## src/rtl/reg_file.sv

```systemverilog
// Architectural register file for the single-cycle MIPS datapath.
// Holds 2**ADDR_W registers with r0 hardwired to zero; two read ports, one write port, debug read, written-since-reset bitmap.
module reg_file #(
  parameter int WIDTH  = 32,
  parameter int ADDR_W = 5,
  parameter int CNT_W  = 16
) (
  input  logic              clk,
  input  logic              rst_n,
  input  logic [ADDR_W-1:0] rd_addr_a,
  input  logic [ADDR_W-1:0] rd_addr_b,
  output logic [WIDTH-1:0]  rd_data_a,
  output logic [WIDTH-1:0]  rd_data_b,
  input  logic              wr_en,
  input  logic [ADDR_W-1:0] wr_addr,
  input  logic [WIDTH-1:0]  wr_data,
  input  logic [ADDR_W-1:0] dbg_addr,
  output logic [WIDTH-1:0]  dbg_data,
  output logic              uninit_a,
  output logic              uninit_b,
  output logic [CNT_W-1:0]  wr_count
);

  localparam int NREG = 2 ** ADDR_W;

  logic [WIDTH-1:0] mem [1:NREG-1];
  logic [NREG-1:1]  valid;
  logic             wr_commit;

  assign wr_commit = wr_en && (wr_addr != '0);

  // Storage starts at index 1, so address 0 never reaches a flop and always reads as zero.
  function automatic logic [WIDTH-1:0] read_reg(input logic [ADDR_W-1:0] a);
    read_reg = '0;
    for (int i = 1; i < NREG; i++) begin
      if (a == i[ADDR_W-1:0]) read_reg = mem[i];
    end
  endfunction

  function automatic logic is_uninit(input logic [ADDR_W-1:0] a);
    is_uninit = 1'b0;
    for (int i = 1; i < NREG; i++) begin
      if (a == i[ADDR_W-1:0]) is_uninit = ~valid[i];
    end
  endfunction

  always_ff @(posedge clk or negedge rst_n) begin
    if (!rst_n) begin
      for (int i = 1; i < NREG; i++) mem[i] <= '0;
      valid    <= '0;
      wr_count <= '0;
    end else if (wr_commit) begin
      for (int i = 1; i < NREG; i++) begin
        if (wr_addr == i[ADDR_W-1:0]) begin
          mem[i]   <= wr_data;
          valid[i] <= 1'b1;
        end
      end
      if (wr_count != {CNT_W{1'b1}})
        wr_count <= wr_count + {{(CNT_W-1){1'b0}}, 1'b1};
    end
  end

  // Reads see only committed storage: a bypass here would loop through the ALU.
  always_comb begin
    rd_data_a = read_reg(rd_addr_a);
    rd_data_b = read_reg(rd_addr_b);
    dbg_data  = read_reg(dbg_addr);
    uninit_a  = is_uninit(rd_addr_a);
    uninit_b  = is_uninit(rd_addr_b);
  end

endmodule

```

## config.mk

```make
export PLATFORM = sky130hd
export DESIGN_NAME = reg_file
export DESIGN_NICKNAME = d
export VERILOG_FILES = /design/src/rtl/reg_file.sv
export SDC_FILE = /design/constraint.sdc
export NUM_CORES = 2
export LEC_CHECK = 0
export ABC_AREA = 1
export CAP_MARGIN = 20
export CORE_AREA = 2 2 474 523
export CTS_CLUSTER_SIZE = 30
export DETAILED_ROUTE_END_ITERATION = 16
export DIE_AREA = 0 0 476 525
export GPL_TIMING_DRIVEN = 0
export PLACE_DENSITY_LB_ADDON = 0.05
export SYNTH_ARGS = -nofsm -noshare
export SYNTH_HDL_FRONTEND = slang
export SYNTH_SLANG_ARGS = --single-unit
```

## constraint.sdc

```tcl
create_clock -name clk -period 4.8 [get_ports clk]
set_input_delay 0.96 -clock clk [delete_from_list [all_inputs] [get_ports clk]]
set_output_delay 0.96 -clock clk [all_outputs]
set_load 0.03 [all_outputs]
```

## Yosys cells after proc, flatten, opt, wreduce, memory -nomap -nowiden

Index checks and enable logic that the tools add are counted.
Widths: inputs -> output; s select.

- Reduce and logical (&&, ||, !) cells: 34
- Equality and inequality tests: 125
- Bitwise logic cells: 31
- Muxes and demuxes: 155
- Add/sub/neg operators: 1

Operators with widths:

| operator | count |
|---|---|
| $mux 32 | 93 |
| $eq 5x5->1 const B | 64 |
| $eq 5x4->1 const B | 32 |
| $eq 5x3->1 const B | 16 |
| $reduce_and 2->1 | 32 |
| $mux 1 | 62 |
| $eq 5x2->1 const B | 8 |
| $not 1->1 | 31 |
| $eq 5x1->1 const B | 4 |
| $add 16x1->16 const B | 1 |
| $ne 16x16->1 const B | 1 |
| $reduce_bool 5->1 | 1 |
| $logic_and 1x1->1 | 1 |

- Bits in registers: 1039
- Logic and storage cells: 409
- Output and inout port bits: 114
- Input port bits: 55

## Longest topological paths before layout

- Depth after elaboration: 32
- Mapped depth: 23
- Gate-level depth less buffers: 22

## Worst setup path after synthesis

No wires, ideal clock.

- Kind: input to output
- From: input port rd_addr_b[4]
- To: output port rd_data_b[16]
- Path buffers: 3
- Stages on the path: 18
- Setup slack: 872 ps
- Required time: 3840 ps
- Arrival time: 2968 ps
- Path through: inv_1 -> buf_2 -> nand3_1 -> buf_2 -> buf_1 -> nor2_1 -> nor2_1 -> nand4_1 -> nor2_1 -> nand4_1 -> nor2_1 -> nand4_1 -> nor2_1 -> nand4_1 -> nor2_1 -> nand4_1 -> nor2_1 -> nand4_1

- Cells in the longest elaborated chain, start to end: 32
- Elaborated cells between the ends (all ways): 62
- Those cells by class: eq/ne: 31; mux: 31

RTL lines:

| what | line | source |
|---|---|---|
| start, declared | 11 | `input logic [ADDR_W-1:0] rd_addr_b,` |
| $eq 5x1->1 | 36 | `if (a == i[ADDR_W-1:0]) read_reg = mem[i];` |
| $mux 32 (30 in a row) | 36 |  |
| $mux 32 (*) | 36 |  |
| end, declared | 13 | `output logic [WIDTH-1:0] rd_data_b,` |

Every way passes the cells marked *; elsewhere a longest branch is shown, timed or not.

## Worst setup path after layout

- From: input port dbg_addr[1]
- To: output port dbg_data[2]

- Cells in the longest elaborated chain, start to end: 32
- Elaborated cells between the ends (all ways): 62
- Those cells by class: eq/ne: 31; mux: 31

RTL lines:

| what | line | source |
|---|---|---|
| start, declared | 17 | `input logic [ADDR_W-1:0] dbg_addr,` |
| $eq 5x1->1 | 36 |  |
| $mux 32 (30 in a row) | 36 |  |
| $mux 32 (*) | 36 |  |
| end, declared | 18 | `output logic [WIDTH-1:0] dbg_data,` |

Marks and branches as above.

==> flow_summary.yaml <==
cts:
  numCtsBuffers: 149
  cts_buffer_depth: 4
  cts_sinks: 1039
  clk_latency_ps: 850
  cts_max_level: 4
  path_clk_slew_ps: 60
  clockRootBuffer: "clkbuf_16"
  cts_hold_buf: 0
  cts_tree: "done"
status:
  violations: "negative setup slack"
  outcome: "finished, violations left"
worst_setup_path:
  slowest_stage: "nand4_1"
  cpMostUsedCell: "nand4_1"
  cp_num_buf_inv: 6
  worst_ep_arrival_time_ps: 5750
  slowest_delay_ps: 400
  crit_chain: "buf_12 > nand2_8 > clkinvlp_4 > buf_6 > buf_6 > nand3_4 > clkinvlp_4 > nand2_2 > nand3_4 > nor2_4 > nand4_1 > nand2_2 > nand4_1 > nor2_2 > nand4_1 > nor2_2 > nand4_1 > nor2_4 > nand4_1 > nand2_2 > nand4_1 > nand2_1 > nand4_1 > buf_6"
  start_kind: "primary input"
  path_class: "in2out"
  rr_worst_depth: 11
  required_ps: 3840
  path_max_fanout: 7
  end_kind: "primary output"
  cp_top_family: "simple AND/OR/NAND/NOR gates"
  worstSetupPathDepth: 24
sta:
  maxSlewViolCount: 0
  hold_viol: 0
  hold_ws_ps: 49.89
  fin_crit_sh: 1.398
  relSlewSlack: 0.1373
  max_freq_mhz: 149.1
  worst_pin_slew_ps: 1294
  rsz0062_at_grt: "yes"
  setup_viol: 98
  worst_slack_ps: -1909
  fin_skew_ps: 2.509
  fin_crit_ps: 6709
die:
  design.core.area_mm2: 0.2450
  ios: 169
  die_h_um: 525
  die_width_um: 476
  fp-row-count: 191
  initial_utilization: 0.2482
  die_area_mm2: 0.2499
yosys:
  avgSynthCellArea_um2: 6.608
  synth-edff-count: 0
  synth_seq_area_share: 0.4277
  syn-cell-area_mm2: 0.06079
  yosys_warnings: 0
  synth_cell_types: 34
  ys.flop_type: "dfrtp_1"
  syn-instance-count: 9199
  syn_nets: 9255
  ys_ff_latch: 1039
  synth_async_sr_flop_share: 1.000
placed_design:
  place_inst: 12710
  io_buffers: 168
  gp_congestion: 0.9972
  hpwl_mm: 347.7
final_layout:
  stdcell_count: 13180
  final_util: 0.3310
  n_fill_cell: 26760
  regArea_mm2: 0.02601
  multi_input_area_mm2: 0.03464
  areaGrowthSynthToFinish_pct: 33.40
  drive_gt1_frac: 0.1769
  nets: 9849
pwr:
  internal-power_mw: 19.00
  power_mw: 30.53
  vdd_ir_drop_max_mv: 0.2431
  p_leak_nw: 35.45
  p_per_area_mw_per_mm2: 376.5
  p_seq_frac: 0.403
  power_switching_mw: 11.53
  switching_share: 0.3778
  pwr-share-clk: 0.369
  power_frac_comb: 0.229
job:
  cap_viol_max_count: 0
route:
  drc_errors: 0
  drt_wl_total_mm: 449.0
  routedWlPerCell_um: 34.06
  firstDrtPassIters: 6
  num_vias: 70980
  antenna_left: 0
  drt_iter0_drc: 8418
  via_per_inst: 5.384
grt:
  grt_pass1_wl_mm: 602.5
  grt.total_usage: 0.3517
  grt_max_degree: 155
  grt_pass1_vias: 67410
  antenna_found_initial: 33
  grt_overflow: 0
worst_hold_path:
  hold_class: "in2async"
[final cells by class]
class / count / area share
inverters: 643 / 0.03192
flip-flops and latches: 1039 / 0.3207
plain buffers: 626 / 0.04543
repair buffers: 447 / 0.06592
diodes: 10 / 0.0003086
clock inverters: 24 / 0.002361
clock buffers: 227 / 0.05558
multi-input cells: 6887 / 0.4272
well taps: 3281 / 0.05062
[per-stage QoR]
step / setup slack, ps / TNS (ps) / cell area (um^2)
3_5_place_dp: -4359 / -342450 / 67730
2_1_floorplan: 871.8 / 0 / 60790
6_report: -1909 / -123360 / 81090
3_3_place_gp: -51750 / - / 66580
5_1_grt: -1617 / -117910 / 81070
4_1_cts: -1785 / -119440 / 79440
[power groups by stage]
stage               combinational [mW]  sequential, mW  clock (mW)
finish                            6.98            12.3        11.3
global route                      7.39            12.5        11.7
CTS                               6.90            12.2        11.4
detailed placement                6.08            12.3           0
global placement                  5.92            12.4           0
floorplan                         2.89            11.7           0
[placed cells by master, fill, tap and decap left out, drive strengths merged, types with 54 or more instances in the layout]
| cell | n |
|---|---|
| nand2 | 3482 |
| nor2 | 1145 |
| o21ai | 1061 |
| dfrtp | 1039 |
| nand4 | 829 |
| clkbuf | 774 |
| inv | 624 |
| buf | 472 |
| nand3 | 165 |
| a21oi | 76 |
| or2 | 67 |
| clkdlybuf4s50 | 54 |
[worst paths after layout]
| check | startpoint | endpoint | slack, ps |
|---|---|---|---|
| max | dbg_addr[1] | dbg_data[2] | -1910 |
| max in group asynchronous | rst_n | mem[4] | 2050 |
| min in group clk | valid[9] | valid[9] | 470 |
| max reg2reg | wr_count[0] | wr_count[15] | 2370 |
| min | rst_n | mem[515] | 50 |
| min reg2reg | valid[9] | valid[9] | 470 |
[cells by family after synthesis]
logic type,synth area share
AOI/OAI and AO/OA,0.09400
xor gates and xnor gates,0.002017
adders and majority gates,0.0002058
buffers and inverters,0.07957
DFF,0.4277
muxes,0.0001852
and+or+nand+nor,0.3963
[timing repair]
item | in CTS | in global routing
setup buffers | 111 | 107
resized for setup | 2342 | 323
cloned | 16 | 0
pin swaps | 1115 | 1137
setup endpoints to repair | 98 | 98
[flip-flops by register name, summed over array words and instances, names as in the netlist]
| name | count |
|---|---|
| mem | 992 |
| wr_count | 16 |
| valid | 31 |
[metal layers]
metal	wire length, um	part of all wire	GRT usage
met5	0	0	0
met4	34610	0.077	0.2066
met2	205800	0.46	0.5707
met1	177400	0.40	0.4441
met3	31200	0.069	0.04735
[Yosys cell counts, types with 6 or more instances]
cell      count  share of area
xor2_1        7         0.0010
clkinv_1     11        0.00068
or2_2        55         0.0057
a21oi_1      76         0.0063
or2_0         8        0.00082
nor2_1     1136          0.070
nand3_1     163          0.013
buf_2        41         0.0034
clkbuf_1    561          0.035
nor3_1       33         0.0027
xnor2_1       7         0.0010
o21ai_0    1057          0.087
nor2_2        6        0.00062
inv_2        22         0.0014
inv_1       610          0.038
nand2_1    3480           0.21
buf_1        28         0.0017
nand4_1     829          0.085
dfrtp_1    1039           0.43
No activity file was read; power rests on OpenSTA's default activity.
